File: src/rtl/duck_sprite_renderer.sv
// Single-sprite raster renderer: maps DrawX/DrawY to a sprite ROM address, then
// resolves palette colour through a 3-stage pipeline with a transparent colour key.
module duck_sprite_renderer #(
  parameter int SPR_W       = 64,
  parameter int SPR_H       = 64,
  parameter int NUM_FRAMES  = 4,
  parameter int IDX_W       = 4,
  parameter int TRANSPARENT = 0,
  parameter int ANIM_DIV    = 8,
  parameter int ADDR_W      = $clog2(SPR_W*SPR_H*NUM_FRAMES)
) (
  input  logic               vga_clk,
  input  logic               reset,
  input  logic [9:0]         DrawX,
  input  logic [9:0]         DrawY,
  input  logic               blank,
  input  logic               frame_tick,
  input  logic signed [10:0] pos_x,
  input  logic signed [10:0] pos_y,
  input  logic [1:0]         scale_log2,
  input  logic               flip_h,
  input  logic               anim_en,
  output logic [ADDR_W-1:0]  rom_addr,
  input  logic [IDX_W-1:0]   rom_q,
  output logic [IDX_W-1:0]   pal_index,
  input  logic [3:0]         pal_red,
  input  logic [3:0]         pal_green,
  input  logic [3:0]         pal_blue,
  output logic [3:0]         red,
  output logic [3:0]         green,
  output logic [3:0]         blue,
  output logic               sprite_on
);

  localparam int LX_W  = $clog2(SPR_W);
  localparam int LY_W  = $clog2(SPR_H);
  localparam int FR_W  = (NUM_FRAMES > 1) ? $clog2(NUM_FRAMES) : 1;
  localparam int DIV_W = (ANIM_DIV > 1) ? $clog2(ANIM_DIV) : 1;
  localparam int CAT_W = FR_W + LY_W + LX_W;

  // Animation state
  logic [FR_W-1:0]  frame_idx_q, frame_idx_d;
  logic [DIV_W-1:0] div_cnt_q, div_cnt_d;

  // Pipeline registers
  logic [ADDR_W-1:0] rom_addr_q, rom_addr_d;
  logic [1:0]        hit_pipe_q, blank_pipe_q;
  logic [3:0]        red_q, green_q, blue_q, red_d, green_d, blue_d;
  logic              sprite_on_q, sprite_on_d;

  // Address generation
  logic signed [11:0] dx, dy, span_x, span_y;
  logic               hit;
  logic [LX_W-1:0]    lx_raw, lx;
  logic [LY_W-1:0]    ly;
  logic [CAT_W-1:0]   addr_cat;

  // 12-bit signed offsets cannot overflow: |DrawX - pos_x| < 2048.
  assign dx     = $signed({2'b00, DrawX}) - $signed({pos_x[10], pos_x});
  assign dy     = $signed({2'b00, DrawY}) - $signed({pos_y[10], pos_y});
  assign span_x = $signed(12'(SPR_W) << scale_log2);
  assign span_y = $signed(12'(SPR_H) << scale_log2);
  assign hit    = !dx[11] && (dx < span_x) && !dy[11] && (dy < span_y);

  assign lx_raw = LX_W'($unsigned(dx) >> scale_log2);
  assign ly     = LY_W'($unsigned(dy) >> scale_log2);
  // SPR_W is a power of two, so SPR_W-1-lx is a bitwise inversion.
  assign lx     = flip_h ? ~lx_raw : lx_raw;

  assign addr_cat   = {frame_idx_q, ly, lx};
  assign rom_addr_d = hit ? ADDR_W'(addr_cat) : '0;

  always_comb begin
    div_cnt_d   = div_cnt_q;
    frame_idx_d = frame_idx_q;
    if (frame_tick && anim_en) begin
      if (div_cnt_q == DIV_W'(ANIM_DIV-1)) begin
        div_cnt_d   = '0;
        frame_idx_d = (frame_idx_q == FR_W'(NUM_FRAMES-1)) ? '0 : frame_idx_q + 1'b1;
      end else begin
        div_cnt_d = div_cnt_q + 1'b1;
      end
    end
  end

  // Stage 3 sees rom_q for the pixel that was in stage 1 two cycles ago.
  assign pal_index = rom_q;

  always_comb begin
    sprite_on_d = hit_pipe_q[1] && blank_pipe_q[1] && (rom_q != IDX_W'(TRANSPARENT));
    red_d       = sprite_on_d ? pal_red   : 4'h0;
    green_d     = sprite_on_d ? pal_green : 4'h0;
    blue_d      = sprite_on_d ? pal_blue  : 4'h0;
  end

  always_ff @(posedge vga_clk) begin
    if (reset) begin
      frame_idx_q  <= '0;
      div_cnt_q    <= '0;
      rom_addr_q   <= '0;
      hit_pipe_q   <= '0;
      blank_pipe_q <= '0;
      red_q        <= '0;
      green_q      <= '0;
      blue_q       <= '0;
      sprite_on_q  <= 1'b0;
    end else begin
      frame_idx_q  <= frame_idx_d;
      div_cnt_q    <= div_cnt_d;
      rom_addr_q   <= rom_addr_d;
      hit_pipe_q   <= {hit_pipe_q[0], hit};
      blank_pipe_q <= {blank_pipe_q[0], blank};
      red_q        <= red_d;
      green_q      <= green_d;
      blue_q       <= blue_d;
      sprite_on_q  <= sprite_on_d;
    end
  end

  assign rom_addr  = rom_addr_q;
  assign red       = red_q;
  assign green     = green_q;
  assign blue      = blue_q;
  assign sprite_on = sprite_on_q;

endmodule

File: config.mk
export PLATFORM = sky130hd
export DESIGN_NAME = duck_sprite_renderer
export DESIGN_NICKNAME = d
export VERILOG_FILES = /design/src/rtl/duck_sprite_renderer.sv
export SDC_FILE = /design/constraint.sdc
export NUM_CORES = 1
export LEC_CHECK = 0
export CORE_AREA = 2 2 80 82
export CTS_CLUSTER_SIZE = 24
export DETAILED_ROUTE_END_ITERATION = 12
export DIE_AREA = 0 0 82 84
export GPL_TIMING_DRIVEN = 1
export PLACE_DENSITY = 0.9
export SLEW_MARGIN = 30
export SYNTH_ARGS = -nofsm -noshare
export SYNTH_HDL_FRONTEND = slang
export SYNTH_SLANG_ARGS = --single-unit
File: constraint.sdc
create_clock -name vga_clk -period 5.5 [get_ports vga_clk]
set_clock_uncertainty 0.05 [all_clocks]
set_input_delay 1.65 -clock vga_clk [delete_from_list [all_inputs] [get_ports vga_clk]]
set_output_delay 1.65 -clock vga_clk [all_outputs]
set_load 0.005 [all_outputs]
# Word level (Yosys, flattened, before mapping)
# Index checks and enable logic that the tools add are counted.
dict set report classes {
  bitwise_logic 3
  n_lt_le_gt_ge 2
  shifts 3
  addsub 4
  mux 3
  mul 0
  n_eq_ne 2
  div 0
  n_reduce_logical 12
}
# cell count
set ops {}
lappend ops {{less-than comparator 12 bit} 2}
lappend ops {{>> shifter 12 x 2 -> 6 bit} 2}
lappend ops {{subtractor 11 x 11 -> 12 bit} 2}
lappend ops {{left shift 7 x 2 -> 12 bit (first input constant)} 1}
lappend ops {{logical AND 1 bit} 6}
lappend ops {{two-way mux 6 bit} 1}
lappend ops {{inverter 6 bit} 1}
lappend ops {{nonzero test 4 bit} 1}
lappend ops {{OR reduction 2 bit} 2}
lappend ops {{adder 3 x 1 -> 3 bit (second input constant)} 1}
lappend ops {{== test 3 bit (second input constant)} 1}
lappend ops {{two-way mux 3 bit} 1}
lappend ops {{adder 2 x 1 -> 2 bit (second input constant)} 1}
lappend ops {{== test 2 bit (second input constant)} 1}
lappend ops {{zero test 1 bit} 2}
lappend ops {{two-way mux 2 bit} 1}
lappend ops {{inverter 1 bit} 2}
lappend ops {{AND reduction 2 bit} 1}
dict set report totals {
  n_memories 0
  elab_cells 38
  ram_bits 0
  in_bits 66
  mem_bits_ro 0
  reg_bits 36
  latchBits 0
  out_inout_bits 31
}

# Longest topological paths before layout
dict set report logic_depth {
  ltp_word 7
  depth_mapped 17
}

# Worst setup path before layout
# No wires, ideal clock.
dict set report synth_path {
  path_kind {input -> register}
  start {input port DrawY[0]}
  end {register rom_addr_q[8], in the netlist rom_addr[8]}
  arrival_ns 4.389
  path_slack_ns 0.982
  path_buffers 1
  cell_stages 17
  cell_sequence {inv_1 -> ha_1 -> inv_1 -> fa_1 -> a211oi_1 -> o21bai_1 -> a21oi_1 -> xnor2_1 -> ha_1 -> o21a_1 -> o21a_1 -> o21ai_0 -> nand3_1 -> a211oi_2 -> o31ai_2 -> buf_6 -> a211oi_2}
}
dict set report synth_via {
  elab_chain_len 6
}
# element line
set synth_rtl {}
lappend synth_rtl {{from (decl)} 15} ;# input logic [9:0] DrawY,
lappend synth_rtl {{subtractor 11 x 11 -> 12 bit (*)} 60} ;# assign dy = $signed({2'b00, DrawY}) - $signed({pos_y[10], pos_y});
lappend synth_rtl {{parallel branches: the longest is 5 deep, another holds less-than comparator 12 bit} n/a}
lappend synth_rtl {{to (signal assigned)} 110} ;# rom_addr_q <= rom_addr_d;
lappend synth_rtl {{to (decl)} 46} ;# logic [ADDR_W-1:0] rom_addr_q, rom_addr_d;
# Every way passes the cells marked *.
# A chain may end at the register's enable or synchronous reset.

# Worst setup path in the final report
dict set report layout_path {
  start {input port pos_y[0]}
  end {register rom_addr_q[11], in the netlist rom_addr[11]}
}
dict set report layout_via {
  elab_chain_len 6
}
# element line
set layout_rtl {}
lappend layout_rtl {{from (decl)} 19} ;# input logic signed [10:0] pos_y,
lappend layout_rtl {{subtractor 11 x 11 -> 12 bit (*)} 60}
lappend layout_rtl {{parallel branches: the longest is 5 deep, another holds less-than comparator 12 bit} n/a}
# Marks and branches as above.

==> run summary <==
The run finished with clean final reports. The count of routing violations after the opening detailed-route iteration came out at between 90 and 100. The global-route wire length before repair came out at between 9 and 10 mm.

The cell area after technology mapping came out at 2620 sq um. Counting distinct cell types in the post-synthesis netlist gives 58. Routability-driven placement finished with a final weighted congestion of between 0.8 and 0.9. The number of primary I/O pins is 97.

The critical register-to-register path startpoint is div_cnt_q[0]. STA classifies the critical path endpoint as a flip-flop. In this run the worst path has a maximum fanout of 15.

Setup violations remaining at the end of the flow were counted as 0. The fmax came out at roughly 0.2 GHz. The remaining global-route overflow came out at 0. Walking the worst path, the cells encountered are clkdlybuf4s50_1 > ha_1 > inv_1 > fa_1 > a211oi_1 > o21bai_1 > a21oi_1 > xnor2_1 > ha_1 > o21a_1 > o21a_1 > o21ai_0 > nand3_1 > a211oi_2 > o31ai_4 > nor4_2. The number of hold buffers added after CTS is 0. On the critical path the largest part of the delay comes from compound AO/OA/AOI/OAI gates. The number of nets produced by synthesis is just over 400. On the critical path, the stage with the largest delay is an instance of sky130_fd_sc_hd__clkdlybuf4s50_1. The post-synthesis mux area share came out at 0.0330. The placement-stage worst setup slack is between 0.1 and 0.15 ns. The antenna diode instance count is 0.

The maximum clock insertion buffer count came out at 2. The floorplan die width is 82 um. The yosys synthesis warning count came out at 0. Across every metal layer, demand over resource in global routing totals 0.174.

For this configuration, the core starts out at a cell density of 0.429. In this run the tightest slew margin relative to its limit is 0.551. The height of the chip came out at around 84 um. In this run the power density over the cells is ~200 nW/um^2. The startpoint of the worst setup timing path is pos_y[0]. The standard cell core area is 6100 sq um. The share of the Yosys chip area taken by registers is 0.275. The slew at the pin closest to its max-slew limit came out at 0.673 ns. Measured on the finished design, the core utilization comes to 0.613.

The number of placement rows is 29. The wire length per cell after detailed routing came out at about 13 um. The leakage power is between 1.5 and 2 nW. The post-cts repair resize count is 0. The synthesized netlist cell count is approximately 320. The cell sitting at the root of the clock tree is a sky130_fd_sc_hd__clkbuf_8. The adder-cell area share of the yosys netlist came out at 0.164. Setup repair after global routing left no endpoint under its margin.

The number of detailed-routing iterations run before antenna repair came out at 4. The number of remaining DRC errors came out at 0. The compound-gate portion of the synthesized area came out at 0.213. The path type of the worst setup path is in2reg.

The final setup slack of the worst path came out at 0.436 ns. The area of the die is 6890 sq um. The layout net count came out at about 510. The depth of the critical timing path with buffers and inverters included came out at 16. The count of clock tree sinks is 36. The final critical-path required period came out at a little over 5 ns. For the worst setup path, the data required time is between 5 and 6 ns. The count of final max-slew check failures is 0.

The maximum number of pins on one net before global-route repair came out at 22. Among all flip-flop cells after synthesis, the most frequent one is sky130_fd_sc_hd__dfxtp_1. The number of setup buffers added after CTS is 0. The mean cell area of the mapped netlist is 8.28 sq um. The peak supply drop came out at about 0.13 mV.

The number of max-cap violations is 0. The number of hold violations in the final report was 0. The clock input transition at the sequential cells of the worst setup and hold paths is approximately 0.07 ns.

Measured in cells, the most critical reg-to-reg path has a length of 5. The post-route clock period utilization came out at 0.921. The initial antenna violation count is 0. By area, the combinational part of the netlist is dominated by compound AO/OA/AOI/OAI gates. The total via count after detailed routing came out at about 2600. The startpoint of the most critical hold path is hit_pipe_q[0]. The final HPWL from detailed placement came out at 4.92 mm. The insertion delay to the later sink of the worst-skew pair came out at approximately 0.28 ns. The highest cell delay on the worst timing path is between 0.4 and 0.5 ns. The count of antenna-violating nets left after detailed routing is 0. Of the total synthesized cell area, the portion taken by XOR and XNOR cells is 0.0435. TritonCTS built the clock tree.

The post-synthesis to final-layout area growth is 42.8%. Of the cells placed in the final design, the portion with a size suffix greater than 1 is 0.0610. In this run, synthesis inferred 0 flip-flops with an integrated enable. Counting flops and latches in the post-synthesis netlist gives 36. Counting both buffers and inverters, the worst setup path holds a total of 2. The sum of negative setup slack is 0 ns. The H-tree depth reported by CTS is 2. The worst min-delay path class is reg2reg. The async set or reset register ratio after synthesis came out at 0. The number of filler cells placed in the layout is 526.

During placement, the flow inserted port buffers numbering 96. The worst hold-check slack came out at 0.395 ns. The count of cells along the worst hold path is 1.

The routed wire length is 6.10 mm. The via count of the first global-routing pass came to 2394. The launching element type of the critical path is an input pin. The data arrival time of the worst path came out at roughly 5.2 ns. After detailed routing, the number of vias per cell comes to 5.24. Of the total synthesized cell area, the portion taken by AND, OR, NAND and NOR gates is 0.198. The number of clock buffers inserted by TritonCTS came out at 5.
synthesized netlist by cell type (3+ instances only):
cell / n / share of area
sky130_fd_sc_hd__buf_4: 4 / 0.011
sky130_fd_sc_hd__o21ai_1: 3 / 0.0057
sky130_fd_sc_hd__inv_1: 32 / 0.046
sky130_fd_sc_hd__clkbuf_1: 5 / 0.0072
sky130_fd_sc_hd__dfxtp_1: 36 / 0.28
sky130_fd_sc_hd__a21o_1: 4 / 0.011
sky130_fd_sc_hd__o22ai_1: 5 / 0.012
sky130_fd_sc_hd__o21a_1: 8 / 0.023
sky130_fd_sc_hd__nand2_1: 15 / 0.022
sky130_fd_sc_hd__xor2_1: 4 / 0.013
sky130_fd_sc_hd__and2_1: 13 / 0.031
sky130_fd_sc_hd__nor2b_1: 8 / 0.019
sky130_fd_sc_hd__o21ai_0: 12 / 0.023
sky130_fd_sc_hd__a31oi_1: 4 / 0.0096
sky130_fd_sc_hd__nor3_1: 12 / 0.023
sky130_fd_sc_hd__nand2b_1: 6 / 0.014
sky130_fd_sc_hd__nor2_1: 30 / 0.043
sky130_fd_sc_hd__xnor2_1: 9 / 0.030
sky130_fd_sc_hd__mux2i_1: 3 / 0.011
sky130_fd_sc_hd__ha_1: 31 / 0.15
sky130_fd_sc_hd__a21oi_1: 19 / 0.036
sky130_fd_sc_hd__nand3_1: 6 / 0.011
cells in the final DEF (no fill, tap or decap), drive strengths merged, types with 2 or more instances in the layout:
cell,n
a2111oi,2
a211o,2
a211oi,4
a21o,4
a21oi,19
a311oi,2
a31oi,5
and2,13
and3,2
buf,2
clkbuf,7
clkdlybuf4s50,96
dfxtp,36
fa,2
ha,31
inv,34
mux2i,3
mux4,2
nand2,15
nand2b,6
nand3,6
nor2,31
nor2b,8
nor3,12
nor4,3
o211ai,2
o21a,8
o21ai,15
o22ai,5
o31a,2
or3,2
xnor2,9
xor2,4
metrics by stage:
stage / total power (W) / instances / area (sq um)
global placement: 0.000534 / 480 / 3620
global route: 0.000779 / 487 / 3730
floorplan: 0.000451 / 316 / 2620
CTS: 0.000737 / 487 / 3730
detailed placement: 0.000544 / 480 / 3630
finish: 0.000735 / 487 / 3730
area by class of cell:
cell class                 instances  area [sq um]  share of cell area
inverter                          34           128              0.0342
tap                               77          96.3              0.0258
sequential                        36           721               0.193
clock buffer                       7          96.3              0.0258
timing repair buffer              98           976               0.261
multi-input combinational        235          1720               0.460
cells by family (layout without fill, tap and decap cells):
family | Yosys count | after routing
AOI/OAI and AO/OA | 81 | 81
xor gates and xnor gates | 13 | 13
adders and majority gates | 33 | 33
buffers and inverters | 45 | 139
DFF | 36 | 36
muxes | 6 | 6
and+or+nand+nor | 102 | 102
where the power goes:
part           switching (W)  internal [W]  total (W)
sequential        0.00000198      0.000266   0.000268
combinational       0.000130      0.000143   0.000273
clock              0.0000823      0.000111   0.000194
total               0.000214      0.000521   0.000735
routing by layer:
metal	GRT usage	vias to the layer above	routed length, um
li1	-	1293	-
met4	0.0409	0	91
met5	0	-	0
met2	0.322	75	3150
met3	0.0238	13	317
met1	0.206	1172	2540
path summary, 6_finish.rpt:
kind / to / slack [ns]
max: rom_addr[11] / 0.44
min: hit_pipe_q[1] / 0.39
max reg2reg: frame_idx_q[1] / 4.22
min reg2reg: hit_pipe_q[1] / 0.39
registers in the layout, summed over array words and instances, names as in the netlist:
signal and flops:
rom_addr 14, blue 4, green 4, red 4
div_cnt_q 3, blank_pipe_q 2, frame_idx_q 2, hit_pipe_q 2
sprite_on 1
No activity file was read; power rests on OpenSTA's default activity.
